`src/rtl/loot_spawner_if.sv`:
```
// rtl/loot_spawner_if.sv - Player, pixel and collect signals of the loot spawner
interface loot_spawner_if;
  logic       SpawnEnable;
  logic [9:0] P1X, P1Y, P2X, P2Y;
  logic       P1Full, P2Full, P1Dead, P2Dead;
  logic [9:0] DrawX, DrawY;
  logic [1:0] P1Collect, P2Collect;
  logic       LootPixel;
  logic [1:0] LootValue;
  logic [3:0] LootPixX, LootPixY;
  logic [3:0] ActiveCount;

  modport master (
    output SpawnEnable, P1X, P1Y, P2X, P2Y, P1Full, P2Full, P1Dead, P2Dead,
    output DrawX, DrawY,
    input  P1Collect, P2Collect, LootPixel, LootValue, LootPixX, LootPixY, ActiveCount
  );

  modport slave (
    input  SpawnEnable, P1X, P1Y, P2X, P2Y, P1Full, P2Full, P1Dead, P2Dead,
    input  DrawX, DrawY,
    output P1Collect, P2Collect, LootPixel, LootValue, LootPixX, LootPixY, ActiveCount
  );
endinterface

```
`src/rtl/loot_spawner.sv`:
```
// rtl/loot_spawner.sv - Loot slot spawning, pickup arbitration and pixel lookup
module loot_spawner #(
  parameter int          NUM_SLOTS      = 4,
  parameter int          RESPAWN_FRAMES = 120,
  parameter logic [15:0] LFSR_SEED      = 16'hACE1,
  parameter int          ITEM_SIZE      = 16
) (
  input logic           FrameClk,
  input logic           ResetN,
  loot_spawner_if.slave bus
);
  typedef enum logic {ST_COOLDOWN = 1'b0, ST_ACTIVE = 1'b1} slot_state_e;

  localparam logic [7:0]  RESPAWN   = 8'(RESPAWN_FRAMES);
  localparam logic [15:0] LFSR_TAPS = 16'hB400;
  localparam logic [10:0] ITEM_W    = 11'(ITEM_SIZE);

  slot_state_e state_q [NUM_SLOTS];
  slot_state_e state_d [NUM_SLOTS];
  logic [9:0]  x_q     [NUM_SLOTS];
  logic [9:0]  x_d     [NUM_SLOTS];
  logic [9:0]  y_q     [NUM_SLOTS];
  logic [9:0]  y_d     [NUM_SLOTS];
  logic [1:0]  val_q   [NUM_SLOTS];
  logic [1:0]  val_d   [NUM_SLOTS];
  logic [7:0]  cnt_q   [NUM_SLOTS];
  logic [7:0]  cnt_d   [NUM_SLOTS];

  logic [15:0] lfsr_q, lfsr_d;
  logic [1:0]  p1_collect_q, p1_collect_d;
  logic [1:0]  p2_collect_q, p2_collect_d;
  logic [3:0]  active_count_q, active_count_d;

  logic [NUM_SLOTS-1:0] p1_take, p2_take, spawn_sel;
  logic                 p1_ok, p2_ok, p1_found, p2_found, sp_found;
  logic [9:0]           spawn_x, spawn_y;
  logic [1:0]           spawn_val;

  logic       pix_hit;
  logic [1:0] pix_val;
  logic [3:0] pix_x, pix_y;

  // Player hitbox is 32x32, item is ITEM_SIZE square; touching edges do not count
  function automatic logic overlaps(input logic [9:0] px, input logic [9:0] py,
                                    input logic [9:0] ix, input logic [9:0] iy);
    return ({1'b0, px} < {1'b0, ix} + ITEM_W) && ({1'b0, ix} < {1'b0, px} + 11'd32) &&
           ({1'b0, py} < {1'b0, iy} + ITEM_W) && ({1'b0, iy} < {1'b0, py} + 11'd32);
  endfunction

  assign p1_ok     = !bus.P1Full && !bus.P1Dead;
  assign p2_ok     = !bus.P2Full && !bus.P2Dead;
  assign spawn_x   = 10'd128 + {1'b0, lfsr_q[8:0]};
  assign spawn_y   = 10'd112 + {2'b00, lfsr_q[14:9], 2'b00};
  assign spawn_val = (lfsr_q[15:14] == 2'b00) ? 2'd1 : lfsr_q[15:14];

  // P1 has priority on a shared slot; P2 falls through to its next overlapping slot
  always_comb begin
    p1_take   = '0;
    p2_take   = '0;
    spawn_sel = '0;
    p1_found  = 1'b0;
    p2_found  = 1'b0;
    sp_found  = 1'b0;
    for (int i = 0; i < NUM_SLOTS; i++) begin
      if (state_q[i] == ST_ACTIVE) begin
        if (!p1_found && p1_ok && overlaps(bus.P1X, bus.P1Y, x_q[i], y_q[i])) begin
          p1_take[i] = 1'b1;
          p1_found   = 1'b1;
        end else if (!p2_found && p2_ok && overlaps(bus.P2X, bus.P2Y, x_q[i], y_q[i])) begin
          p2_take[i] = 1'b1;
          p2_found   = 1'b1;
        end
      end else if (!sp_found && cnt_q[i] == 8'd0) begin
        spawn_sel[i] = 1'b1;
        sp_found     = 1'b1;
      end
    end
  end

  always_comb begin
    lfsr_d         = {1'b0, lfsr_q[15:1]} ^ (lfsr_q[0] ? LFSR_TAPS : 16'h0000);
    p1_collect_d   = '0;
    p2_collect_d   = '0;
    active_count_d = '0;
    for (int i = 0; i < NUM_SLOTS; i++) begin
      state_d[i] = state_q[i];
      x_d[i]     = x_q[i];
      y_d[i]     = y_q[i];
      val_d[i]   = val_q[i];
      cnt_d[i]   = cnt_q[i];
      if (!bus.SpawnEnable) begin
        state_d[i] = ST_COOLDOWN;
        cnt_d[i]   = RESPAWN;
      end else if (p1_take[i] || p2_take[i]) begin
        state_d[i] = ST_COOLDOWN;
        cnt_d[i]   = RESPAWN;
        if (p1_take[i]) p1_collect_d = val_q[i];
        if (p2_take[i]) p2_collect_d = val_q[i];
      end else if (spawn_sel[i]) begin
        state_d[i] = ST_ACTIVE;
        x_d[i]     = spawn_x;
        y_d[i]     = spawn_y;
        val_d[i]   = spawn_val;
      end else if (state_q[i] == ST_COOLDOWN && cnt_q[i] != 8'd0) begin
        cnt_d[i] = cnt_q[i] - 8'd1;
      end
      if (state_d[i] == ST_ACTIVE) active_count_d = active_count_d + 4'd1;
    end
  end

  always_comb begin
    pix_hit = 1'b0;
    pix_val = '0;
    pix_x   = '0;
    pix_y   = '0;
    for (int i = 0; i < NUM_SLOTS; i++) begin
      if (!pix_hit && state_q[i] == ST_ACTIVE &&
          bus.DrawX >= x_q[i] && {1'b0, bus.DrawX} < {1'b0, x_q[i]} + ITEM_W &&
          bus.DrawY >= y_q[i] && {1'b0, bus.DrawY} < {1'b0, y_q[i]} + ITEM_W) begin
        pix_hit = 1'b1;
        pix_val = val_q[i];
        pix_x   = bus.DrawX[3:0] - x_q[i][3:0];
        pix_y   = bus.DrawY[3:0] - y_q[i][3:0];
      end
    end
  end

  always_ff @(posedge FrameClk or negedge ResetN) begin
    if (!ResetN) begin
      lfsr_q         <= LFSR_SEED;
      p1_collect_q   <= '0;
      p2_collect_q   <= '0;
      active_count_q <= '0;
      for (int i = 0; i < NUM_SLOTS; i++) begin
        state_q[i] <= ST_COOLDOWN;
        x_q[i]     <= '0;
        y_q[i]     <= '0;
        val_q[i]   <= '0;
        cnt_q[i]   <= RESPAWN;
      end
    end else begin
      lfsr_q         <= lfsr_d;
      p1_collect_q   <= p1_collect_d;
      p2_collect_q   <= p2_collect_d;
      active_count_q <= active_count_d;
      for (int i = 0; i < NUM_SLOTS; i++) begin
        state_q[i] <= state_d[i];
        x_q[i]     <= x_d[i];
        y_q[i]     <= y_d[i];
        val_q[i]   <= val_d[i];
        cnt_q[i]   <= cnt_d[i];
      end
    end
  end

  assign bus.P1Collect   = p1_collect_q;
  assign bus.P2Collect   = p2_collect_q;
  assign bus.ActiveCount = active_count_q;
  assign bus.LootPixel   = pix_hit;
  assign bus.LootValue   = pix_val;
  assign bus.LootPixX    = pix_x;
  assign bus.LootPixY    = pix_y;
endmodule

```
`src/flat_wrapper.sv`:
```
// flat-port wrapper written by rule: the top's interface ports become plain ports
module loot_spawner_flat 
#(
  parameter int          NUM_SLOTS      = 4,
  parameter int          RESPAWN_FRAMES = 120,
  parameter logic [15:0] LFSR_SEED      = 16'hACE1,
  parameter int          ITEM_SIZE      = 16
)
  (FrameClk, ResetN, bus_SpawnEnable, bus_P1X, bus_P1Y, bus_P2X, bus_P2Y, bus_P1Full, bus_P2Full, bus_P1Dead, bus_P2Dead, bus_DrawX, bus_DrawY, bus_P1Collect, bus_P2Collect, bus_LootPixel, bus_LootValue, bus_LootPixX, bus_LootPixY, bus_ActiveCount);
  loot_spawner_if bus_i ();
  input logic FrameClk;
  input logic ResetN;
  input wire logic [$bits(bus_i.SpawnEnable)-1:0] bus_SpawnEnable;
  input wire logic [$bits(bus_i.P1X)-1:0] bus_P1X;
  input wire logic [$bits(bus_i.P1Y)-1:0] bus_P1Y;
  input wire logic [$bits(bus_i.P2X)-1:0] bus_P2X;
  input wire logic [$bits(bus_i.P2Y)-1:0] bus_P2Y;
  input wire logic [$bits(bus_i.P1Full)-1:0] bus_P1Full;
  input wire logic [$bits(bus_i.P2Full)-1:0] bus_P2Full;
  input wire logic [$bits(bus_i.P1Dead)-1:0] bus_P1Dead;
  input wire logic [$bits(bus_i.P2Dead)-1:0] bus_P2Dead;
  input wire logic [$bits(bus_i.DrawX)-1:0] bus_DrawX;
  input wire logic [$bits(bus_i.DrawY)-1:0] bus_DrawY;
  output wire logic [$bits(bus_i.P1Collect)-1:0] bus_P1Collect;
  output wire logic [$bits(bus_i.P2Collect)-1:0] bus_P2Collect;
  output wire logic [$bits(bus_i.LootPixel)-1:0] bus_LootPixel;
  output wire logic [$bits(bus_i.LootValue)-1:0] bus_LootValue;
  output wire logic [$bits(bus_i.LootPixX)-1:0] bus_LootPixX;
  output wire logic [$bits(bus_i.LootPixY)-1:0] bus_LootPixY;
  output wire logic [$bits(bus_i.ActiveCount)-1:0] bus_ActiveCount;
  assign bus_i.SpawnEnable = bus_SpawnEnable;
  assign bus_i.P1X = bus_P1X;
  assign bus_i.P1Y = bus_P1Y;
  assign bus_i.P2X = bus_P2X;
  assign bus_i.P2Y = bus_P2Y;
  assign bus_i.P1Full = bus_P1Full;
  assign bus_i.P2Full = bus_P2Full;
  assign bus_i.P1Dead = bus_P1Dead;
  assign bus_i.P2Dead = bus_P2Dead;
  assign bus_i.DrawX = bus_DrawX;
  assign bus_i.DrawY = bus_DrawY;
  assign bus_P1Collect = bus_i.P1Collect;
  assign bus_P2Collect = bus_i.P2Collect;
  assign bus_LootPixel = bus_i.LootPixel;
  assign bus_LootValue = bus_i.LootValue;
  assign bus_LootPixX = bus_i.LootPixX;
  assign bus_LootPixY = bus_i.LootPixY;
  assign bus_ActiveCount = bus_i.ActiveCount;
  loot_spawner #(.NUM_SLOTS(NUM_SLOTS), .RESPAWN_FRAMES(RESPAWN_FRAMES), .LFSR_SEED(LFSR_SEED), .ITEM_SIZE(ITEM_SIZE)) u_core (.FrameClk(FrameClk), .ResetN(ResetN), .bus(bus_i));
endmodule
```
`config.mk`:
```
export PLATFORM = sky130hd
export DESIGN_NAME = loot_spawner_flat
export DESIGN_NICKNAME = d
export VERILOG_FILES = /design/src/rtl/loot_spawner_if.sv /design/src/rtl/loot_spawner.sv /design/src/flat_wrapper.sv
export SDC_FILE = /design/constraint.sdc
export NUM_CORES = 1
export LEC_CHECK = 0
export BUFFER_PORTS_ARGS = -buffer_cell sky130_fd_sc_hd__buf_4
export CELL_PAD_IN_SITES_DETAIL_PLACEMENT = 1
export CELL_PAD_IN_SITES_GLOBAL_PLACEMENT = 2
export CORE_AREA = 2 2 214 216
export DETAILED_ROUTE_END_ITERATION = 8
export DIE_AREA = 0 0 216 218
export PLACE_DENSITY = 0.78
export RECOVER_POWER = 25
export SLEW_MARGIN = 20
export SYNTH_ARGS = -nofsm -noshare
export SYNTH_HDL_FRONTEND = slang
export SYNTH_SLANG_ARGS = --single-unit
```
`constraint.sdc`:
```
create_clock -name FrameClk -period 7.6 [get_ports FrameClk]
set_input_delay 1.9 -clock FrameClk [delete_from_list [all_inputs] [get_ports FrameClk]]
set_output_delay 1.9 -clock FrameClk [all_outputs]
set_load 0.03 [all_outputs]
```
==> After elaboration in Yosys (flattened, before gate mapping) <==
Index checks and enable logic that the tools add are counted.
{ "totals": {"reg_bits": 148, "input_bits": 67, "out_inout_bits": 19, "elab_cells": 337} }
{ "op_classes": {"addsub": 29, "n_lt_le_gt_ge": 48, "n_eq_ne": 8, "muxes": 116, "n_bitwise": 9, "n_reduce_logical": 103} }
{ "ops": {"columns": ["operator", "count"], "rows": [
  ["< comparator 10 x 11 -> 1 bit", 40],
  ["2-to-1 mux 8 bit", 16],
  ["adder 10 x 5 -> 11 bit (second input constant)", 8],
  ["greater-or-equal comparator 10 bit", 8],
  ["logical AND 1 bit", 66],
  ["2-to-1 mux 1 bit", 59],
  ["2-to-1 mux 2 bit", 29],
  ["adder 10 x 6 -> 11 bit (second input constant)", 4],
  ["2-to-1 mux 4 bit", 11],
  ["zero test 8 bit", 4],
  ["nonzero test 8 bit", 4],
  ["subtractor 4 bit", 8],
  ["subtractor 8 x 1 -> 8 bit (second input constant)", 4],
  ["zero test 1 bit", 16],
  ["2-to-1 mux 16 bit", 1],
  ["bitwise XOR 15 x 16 -> 16 bit", 1],
  ["inequality test 3 x 1 -> 1 bit (second input constant)", 4],
  ["inequality test 3 bit (second input constant)", 4],
  ["AND reduction 3 bit", 4],
  ["adder 8 x 9 -> 10 bit (first input constant)", 1],
  ["adder 7 x 8 -> 9 bit (first input constant)", 1],
  ["adder 4 x 1 -> 4 bit (second input constant)", 2],
  ["inverter 1 bit", 8],
  ["AND reduction 2 bit", 4],
  ["other kinds (3)", 6]
]} }

==> Depth between registers and ports, before layout <==
Gate-level depths: netlist (run 1).
{ "logic_depth": {"word_depth": 31, "ltp_mapped": 21, "mapped_depth_nobuf": 21} }

==> Worst setup path before layout (run 1) <==
OpenSTA, ideal clock, no wires.
{ "synth_timing": {"kind": "input port to output port", "start": "input port bus_DrawX[0]", "end": "output port bus_LootPixX[3]", "arrival_ps": 4539, "required_ps": 5700, "path_slack_ps": 1161, "cell_stages": 14, "n_path_buf": 1, "cell_sequence": "inv_1 ha_1 fa_1 a21boi_0 o21ai_0 nand2b_1 a211oi_1 o21ai_0 a31o_2 o211ai_1 nand2b_1 buf_1 o32a_1 o221ai_1"} }
{ "synth_between": {"elab_chain_len": 27, "elab_cells_between_ends": 41, "classes_between": "add/sub: 4; order compare: 8; mux: 7; reduce/logical: 22"} }
{ "synth_lines": {"columns": ["element", "line", "source"], "rows": [
  ["start: declaration", "flat_wrapper.sv:22", "input wire logic [$bits(bus_i.DrawX)-1:0] bus_DrawX;"],
  ["greater-or-equal comparator 10 bit", "loot_spawner.sv:118", "bus.DrawX >= x_q[i] && {1'b0, bus.DrawX} < {1'b0, x_q[i]} + ITEM_W &&"],
  ["logical AND 1 bit", "loot_spawner.sv:117", "if (!pix_hit && state_q[i] == ST_ACTIVE &&"],
  ["logical AND 1 bit (2 in series)", "loot_spawner.sv:118", null],
  ["logical AND 1 bit", "loot_spawner.sv:119", "bus.DrawY >= y_q[i] && {1'b0, bus.DrawY} < {1'b0, y_q[i]} + ITEM_W) begin"],
  ["2-to-1 mux 1 bit", "loot_spawner.sv:117", null],
  ["zero test 1 bit", "loot_spawner.sv:117", null],
  ["logical AND 1 bit (2 in series)", "loot_spawner.sv:117", null],
  ["logical AND 1 bit (2 in series)", "loot_spawner.sv:118", null],
  ["[... 5 more ...]", null, null],
  ["logical AND 1 bit (2 in series)", "loot_spawner.sv:118", null],
  ["logical AND 1 bit", "loot_spawner.sv:119", null],
  ["2-to-1 mux 1 bit", "loot_spawner.sv:117", null],
  ["zero test 1 bit", "loot_spawner.sv:117", null],
  ["logical AND 1 bit (2 in series)", "loot_spawner.sv:117", null],
  ["logical AND 1 bit (2 in series)", "loot_spawner.sv:118", null],
  ["logical AND 1 bit", "loot_spawner.sv:119", null],
  ["2-to-1 mux 4 bit *", "loot_spawner.sv:117", null],
  ["end: declaration", "flat_wrapper.sv:28", "output wire logic [$bits(bus_i.LootPixX)-1:0] bus_LootPixX;"]
]} }
Every way passes the cells marked *; elsewhere a longest branch is shown, timed or not.

==> Final worst setup path (run 1) <==
{ "layout_timing": {"start": "input port bus_DrawX[1]", "end": "output port bus_LootValue[1]"} }
{ "layout_between": {"elab_chain_len": 27, "elab_cells_between_ends": 37, "classes_between": "order compare: 8; mux: 7; reduce/logical: 22"} }
{ "layout_lines": {"columns": ["element", "line", "source"], "rows": [
  ["greater-or-equal comparator 10 bit", "loot_spawner.sv:118", null],
  ["logical AND 1 bit", "loot_spawner.sv:117", null],
  ["logical AND 1 bit (2 in series)", "loot_spawner.sv:118", null],
  ["logical AND 1 bit", "loot_spawner.sv:119", null],
  ["2-to-1 mux 1 bit", "loot_spawner.sv:117", null],
  ["zero test 1 bit", "loot_spawner.sv:117", null],
  ["logical AND 1 bit (2 in series)", "loot_spawner.sv:117", null],
  ["logical AND 1 bit (2 in series)", "loot_spawner.sv:118", null],
  ["[... 5 more ...]", null, null],
  ["logical AND 1 bit (2 in series)", "loot_spawner.sv:118", null],
  ["logical AND 1 bit", "loot_spawner.sv:119", null],
  ["2-to-1 mux 1 bit", "loot_spawner.sv:117", null],
  ["zero test 1 bit", "loot_spawner.sv:117", null],
  ["logical AND 1 bit (2 in series)", "loot_spawner.sv:117", null],
  ["logical AND 1 bit (2 in series)", "loot_spawner.sv:118", null],
  ["logical AND 1 bit", "loot_spawner.sv:119", null],
  ["2-to-1 mux 2 bit *", "loot_spawner.sv:117", null],
  ["end: declaration", "flat_wrapper.sv:27", "output wire logic [$bits(bus_i.LootValue)-1:0] bus_LootValue;"]
]} }
Marked as above.

==> impl_metrics.json, run 1 <==
{
  "status": "complete, but fails checks",
  "violations": "capacitance limit, slew limit",
  "yosys_warnings": 0,
  "fin_setup_tns_ns": 0,
  "first_global_vias": 14150,
  "numCtsBuffers": 17,
  "dpl.hpwl_mm": 45.18,
  "drv_slew": 77,
  "drive_above_1_share_pct": 14.42,
  "power_density_nw_per_um2": 119.0,
  "drtIter0Drc": 664,
  "worst_r2r_path_depth": 16,
  "route.detailed.drc": 0,
  "num_rows": 78,
  "overflow": 0,
  "worstSetupPathType": "input pin to output port",
  "final_cell_mix": "ha_1, inv_1, dfrtp_1, buf_4, nand2_1",
  "clock_skew_ns": 0.009567,
  "leakagePower_nw": 8.338,
  "avgViaCountPerCell": 5.560,
  "hold_end": "u_core.lfsr_q[11]$_DFF_PN1_",
  "wirelength_mm": 55.72,
  "grt_max_degree": 77,
  "core_area_um2": 44890,
  "ctsHoldBuffers": 0,
  "vdd_drop_max_mv": 0.1491,
  "rsz0062_at_grt": "no",
  "place.gp.congestion": 0.8985,
  "vias": 13060,
  "grt_pass1_wl_mm": 85.93,
  "syn_to_final_growth_pct": 12.98,
  "clk_latency_ns": 0.49,
  "synth_seq_cells": 136,
  "rrSetupSlack_ns": 2.40,
  "worst_ep_arrival_time_ns": 5.31,
  "track_usage_pct": 24.26,
  "finalCritPeriodShare_pct": 94.92,
  "synth_edf_count": 0,
  "setup_viol": 0,
  "synthArstFlopShare_pct": 100.0,
  "diodes": 0,
  "dpl-instance-area_um2": 16900,
  "wl_per_cell_um": 23.73,
  "synth-main-ff-cell": "dfrtp_1",
  "synthCells": 1632,
  "htree_num_levels": 4,
  "cp.required_ns": 5.70,
  "hold_start": "u_core.lfsr_q[12]$_DFF_PN0_",
  "worstReg2RegEnd": "u_core.bus.ActiveCount[1]$_DFF_PN0_",
  "critPathMaxFanout": 6,
  "crit_path_end_kind": "output port",
  "die_y_um": 218,
  "finalHoldViolCount": 0,
  "io_buffers": 85,
  "synth.distinct_cells": 92,
  "die_area_um2": 47090,
  "syn-num-nets": 2094,
  "max_freq_mhz": 138.6,
  "cp-start-kind": "input pin",
  "drtAntennaViolNets": 0,
  "ctsResizeCount": 0,
  "worstReg2RegStart": "u_core.x_q[24]$_DFFE_PN0P_",
  "yosysSeqAreaShare_pct": 22.16,
  "clk_pin_slew_worst_paths_ns": 0.07,
  "drt_first_pass_iters": 6,
  "post-route-cell-area_um2": 17500,
  "p_total_mw": 2.083,
  "period_minus_slack_ns": 7.214,
  "root_buffer": "clkbuf_16",
  "min_path_type": "flip-flop to flip-flop",
  "worst_slew_pin_slew_ns": 4.708,
  "cts_sinks": 136,
  "cts_tree": "done",
  "finalNetCount": 2197,
  "die_w_um": 216,
  "max-slew-margin-rel_pct": -213.8,
  "syn_avg_cell_area_um2": 9.492,
  "mostFrequentLayoutCell": "ha_1",
  "cap_violations": 1,
  "clock_path_buffers": 2,
  "antenna_found_initial": 0,
  "num_io_pins": 86,
  "initial_core_util_pct": 34.51,
  "syn_area_um2": 15490,
  "worstHoldPathCells": 0
}
where the power goes:
group	switching [mW]	internal (mW)	total [mW]
Clock	0.399	0.499	0.898
Combinational	0.254	0.166	0.420
Sequential	0.0177	0.747	0.765
Total	0.671	1.41	2.08
per-layer routing:
metal | GRT usage (%) | vias to the layer above | part of all wire [%]
met5 | 0 | - | 0
li1 | - | 6196 | -
met2 | 42.25 | 232 | 49
met3 | 4.045 | 94 | 3.0
met4 | 9.909 | 0 | 3.9
met1 | 29.72 | 6533 | 44
layout make-up:
class / count / area [um2]
clock buffers: 18 / 439.2
clock inverters: 14 / 158.9
fillers: 5177 / 27390
inverters: 140 / 525.5
multi-input cells: 1337 / 11420
flip-flops and latches: 136 / 3433
well taps: 600 / 750.7
repair buffers: 103 / 769.5
synth_stat cells, drive strengths merged (9+ instances only):
cell / n / area [um2]
nor3: 30 / 161.4
nor2b: 24 / 150.1
a21oi: 92 / 460.4
o21bai: 9 / 67.56
o211ai: 21 / 157.7
ha: 387 / 4842
nand2b: 23 / 143.9
o21ai: 80 / 404.1
a21o: 57 / 427.9
nand3: 59 / 337.8
o21a: 20 / 150.1
a211o: 11 / 96.34
and2: 13 / 83.83
xor2: 25 / 226.5
mux2: 57 / 701.9
nor2: 66 / 252.7
dfrtp: 112 / 2803
nand4: 18 / 127.6
inv: 140 / 525.5
buf: 11 / 90.07
and3: 12 / 80.08
dfstp: 24 / 630.6
a31oi: 10 / 77.57
o221ai: 10 / 87.58
nor4: 10 / 77.57
a221oi: 13 / 120.1
a211oi: 21 / 162.6
xnor2: 53 / 498.0
o2111ai: 9 / 78.83
nand2: 95 / 356.6
metrics by stage:
step           setup slack [ns]  util, %  std cells  hold WS, ns
2_1_floorplan             1.161        -       1632       0.3533
3_3_place_gp             0.2157    37.65       2315       0.3898
3_5_place_dp             0.2290    37.65       2315       0.3923
4_1_cts                  0.2013    38.99       2347       0.4066
5_1_grt                  0.2293    38.99       2348       0.4277
6_report                 0.3863    38.99       2348       0.4028
critical path: stages:
cell	delay [ns]
buf_4	0.14
ha_1	0.31
nor2b_1	0.13
o21a_1	0.18
o21ai_0	0.28
a21oi_1	0.11
o21ai_0	0.19
nand2_1	0.09
a311oi_1	0.54
o211ai_1	0.33
buf_4	0.25
o22a_1	0.19
o221ai_1	0.40
buf_4	0.25
how the worst max path moves through the flow:
stage	start	to	slack, ns	depth (start not counted)
floorplan	bus_DrawX[0]	bus_LootPixX[3]	1.16	14
global placement	bus_DrawX[0]	bus_LootValue[1]	0.22	15
detailed placement	bus_DrawX[0]	bus_LootValue[1]	0.23	15
CTS	bus_DrawX[0]	bus_LootValue[1]	0.20	15
global route	bus_DrawX[0]	bus_LootValue[1]	0.23	15
finish	bus_DrawX[1]	bus_LootValue[1]	0.39	14
repair_timing:
item / CTS / global route
endpoints found under the hold margin: 0 / 0
endpoints found under the setup margin: 0 / 1
setup buffers: 0 / 1
logic make-up (layout without fill, tap and decap cells):
family                     count (synthesis)  count (layout)  synth area share [%]
muxes                                     65              65                 5.048
DFF                                      136             136                 22.16
buffers and inverters                    159             275                 4.168
AOI/OAI and AO/OA                        406             406                 17.97
xor gates and xnor gates                  78              78                 4.677
adders and majority gates                399             399                 32.55
other                                      1               1               0.02421
and+or+nand+nor                          388             388                 13.40
sequential cells by signal, indices dropped and copies added (netlist names):
name and flops:
u_core.x_q 40, u_core.cnt_q 32, u_core.y_q 28, u_core.lfsr_q 16, u_core.val_q 8, u_core.bus.ActiveCount 4, u_core.state_q 4, u_core.bus.P1Collect 2
u_core.bus.P2Collect 2
No activity file was read; power rests on OpenSTA's default activity.
==> run 2, diff against run 1 <==
ABC_AREA = 1   (was not set)
CAP_MARGIN = 25   (was not set)
CORE_AREA = 2 2 216 218   (was 2 2 214 216)
DIE_AREA = 0 0 218 220   (was 0 0 216 218)
PLACE_DENSITY = 0.83   (was 0.78)
==> run 2 against run 1 <==
- the run still ends with capacitance limit, slew limit left
- critical path depth increased by 1
- non-clock buffer count decreased by 12
- sequential share of layout area is 0.30 points lower
- core utilization fell by 0.23 points
- global-route usage grew 0.38 points
- combinational power grew 28%
- first-iteration DRC count fell by 13%
- worst hold slack got worse by 0.019 ns
- die area rose by 1.9%
- area after synthesis is 2.1% higher
- clock power barely moved
- highest routed layer unchanged
==> impl_metrics.json, run 2 <==
{
  "ctsResizeCount": 0,
  "die_w_um": 218,
  "drv_slew": 59,
  "hold_slack_ns": 0.3842,
  "io_buffers": 85,
  "drtAntennaViolNets": 0,
  "initial_core_util_pct": 34.47,
  "startpoint": "bus_DrawY[2]",
  "worst_ep_arrival_time_ns": 4.97,
  "cts_tree": "done",
  "synthAdderAreaFrac_pct": 31.64,
  "die_y_um": 220,
  "cap_violations": 1,
  "worstSetupPathType": "input pin to output port",
  "route.detailed.drc": 0,
  "largest_register_ffs": 40,
  "yosys_warnings": 0,
  "pre_cts_ws_ns": 0.6768,
  "rsz0062_at_grt": "no",
  "synth_top_area_share_pct": 30.62,
  "dpl.hpwl_mm": 47.69,
  "wl_met2_mm": 27.78,
  "fin_setup_tns_ns": 0,
  "synthTopCellsByArea": "ha_1, dfrtp_1, nand2_1",
  "first_global_vias": 15450,
  "numCtsBuffers": 17,
  "top_layer": "met4",
  "mostFrequentLayoutCell": "nand2_1",
  "finish.utilization_pct": 38.75,
  "num_rows": 79,
  "final_cell_mix": "nand2_1, ha_1, inv_1, a21oi_1, nor2_1",
  "core_area_um2": 45860,
  "clk_latency_ns": 0.45,
  "clock_skew_ns": 0.01270,
  "cp-start-kind": "input pin",
  "synth_top_family_by_area": "adder cells",
  "wirelength_mm": 57.89,
  "setup_viol": 0,
  "largest-register": "u_core.x_q",
  "p_total_mw": 2.219,
  "overflow": 0,
  "drt_first_pass_iters": 5,
  "largest_registers": "u_core.x_q x40, u_core.cnt_q x32, u_core.y_q x28",
  "cp.required_ns": 5.70,
  "placed_cells": 2769,
  "wl_per_cell_um": 20.66,
  "post-route-cell-area_um2": 17770,
  "syn_area_um2": 15810,
  "synth-main-ff-cell": "dfrtp_1",
  "synthCells": 2090,
  "vdd_drop_max_mv": 0.09011,
  "violations": "capacitance limit, slew limit",
  "wl_met3_mm": 1.955,
  "synth_compound_area_share_pct": 14.53,
  "min_path_type": "flip-flop to flip-flop",
  "place.gp.congestion": 0.8843,
  "cts_setup_buffers": 0,
  "vias": 14740,
  "synth.mux.area_fraction_pct": 0,
  "stdcell_count": 2802,
  "yosys-top-cells-count": "nand2_1, ha_1, inv_1",
  "finalWorstSetupSlack_ns": 0.7268,
  "period_minus_slack_ns": 6.873,
  "status": "complete, but fails checks",
  "finalHoldViolCount": 0,
  "finalCritPeriodShare_pct": 90.44,
  "power_density_nw_per_um2": 124.8,
  "die_area_um2": 47960,
  "synth_seq_cells": 136,
  "synth.distinct_cells": 56,
  "avgViaCountPerCell": 5.261,
  "track_usage_pct": 24.64,
  "drive_above_1_share_pct": 8.474,
  "crit_path_end_kind": "output port",
  "num_io_pins": 86,
  "max_freq_mhz": 145.5,
  "finalNetCount": 2644,
  "synth.most_common_cell": "nand2_1",
  "htree_num_levels": 4,
  "cts_sinks": 136,
  "diodes": 0,
  "syn_avg_cell_area_um2": 7.565,
  "hold_start": "u_core.lfsr_q[9]$_DFF_PN0_",
  "ctsHoldBuffers": 0,
  "syn-num-nets": 2552,
  "synth_xor_area_share_pct": 3.102,
  "grt_pass1_wl_mm": 88.96,
  "max-slew-margin-rel_pct": -109.0,
  "drtIter0Drc": 575,
  "antenna_found_initial": 0,
  "critPathMaxFanout": 9,
  "synth_edf_count": 0,
  "leakagePower_nw": 9.096,
  "worstReg2RegStart": "u_core.y_q[34]$_DFFE_PN0P_",
  "dpl-instance-area_um2": 17130,
  "worst_slew_pin_slew_ns": 3.136,
  "synthSimpleGateAreaFrac_pct": 20.84,
  "grt_max_degree": 80,
  "wl_met1_mm": 25.85,
  "clk_pin_slew_worst_paths_ns": 0.06,
  "synthArstFlopShare_pct": 100.0,
  "root_buffer": "clkbuf_16",
  "clock_path_buffers": 2,
  "yosysSeqAreaShare_pct": 21.71,
  "syn_to_final_growth_pct": 12.42,
  "netlist.top_cell.by_area": "ha_1"
}
## run 2: routing by layer
layer | up-vias | track usage (%)
li1 | 7178 | -
met1 | 7230 | 30.73
met2 | 245 | 42.74
met3 | 89 | 3.050
met4 | 0 | 10.48
met5 | - | 0
## run 2: cell type report
type	instances	area, um2
fillers	5735	28090
multi-input cells	1628	11100
repair buffers	91	695.7
inverters	308	1156
clock buffers	17	425.4
well taps	607	759.5
flip-flops and latches	136	3433
clock inverters	15	206.4
## run 2: worst paths after layout
kind                                                       endpoint  slack, ns  depth (start not counted)
worst max register to register  u_core.bus.ActiveCount[1]$_DFF_PN0_       2.59                         25
worst min register to register           u_core.lfsr_q[8]$_DFF_PN0_       0.38                          0
min in group asynchronous                u_core.x_q[37]$_DFFE_PN0P_       2.50                          1
max in group asynchronous                u_core.x_q[26]$_DFFE_PN0P_       3.16                          2
worst max-delay path                                bus_LootPixY[0]       0.73                         15
worst min-delay path                     u_core.lfsr_q[8]$_DFF_PN0_       0.38                          0
## run 2: worst max-delay path: stages
cell and delay (ns):
buf_4 0.09, inv_1 0.09, ha_1 0.25, fa_1 0.40
o21ai_0 0.24, nand2_1 0.09, a311o_1 0.36, a21oi_1 0.19
and3_1 0.19, nand2_1 0.07, nand3_1 0.36, nand4_1 0.37
nand2_1 0.16, inv_1 0.05, buf_4 0.16
## run 2: power breakdown
group,switching [mW],total (mW),internal [mW],leakage [nW]
Clock,0.369,0.900,0.532,0.309
Combinational,0.341,0.538,0.197,7.03
Sequential,0.0288,0.780,0.752,1.75
## run 2: kinds of logic after synthesis
| kind of cell | Yosys count |
|---|---|
| flops | 136 |
| other cells | 1 |
| compound gates | 404 |
| buf+inv | 326 |
| simple gates | 772 |
| fa+ha+maj | 395 |
| xor+xnor | 56 |
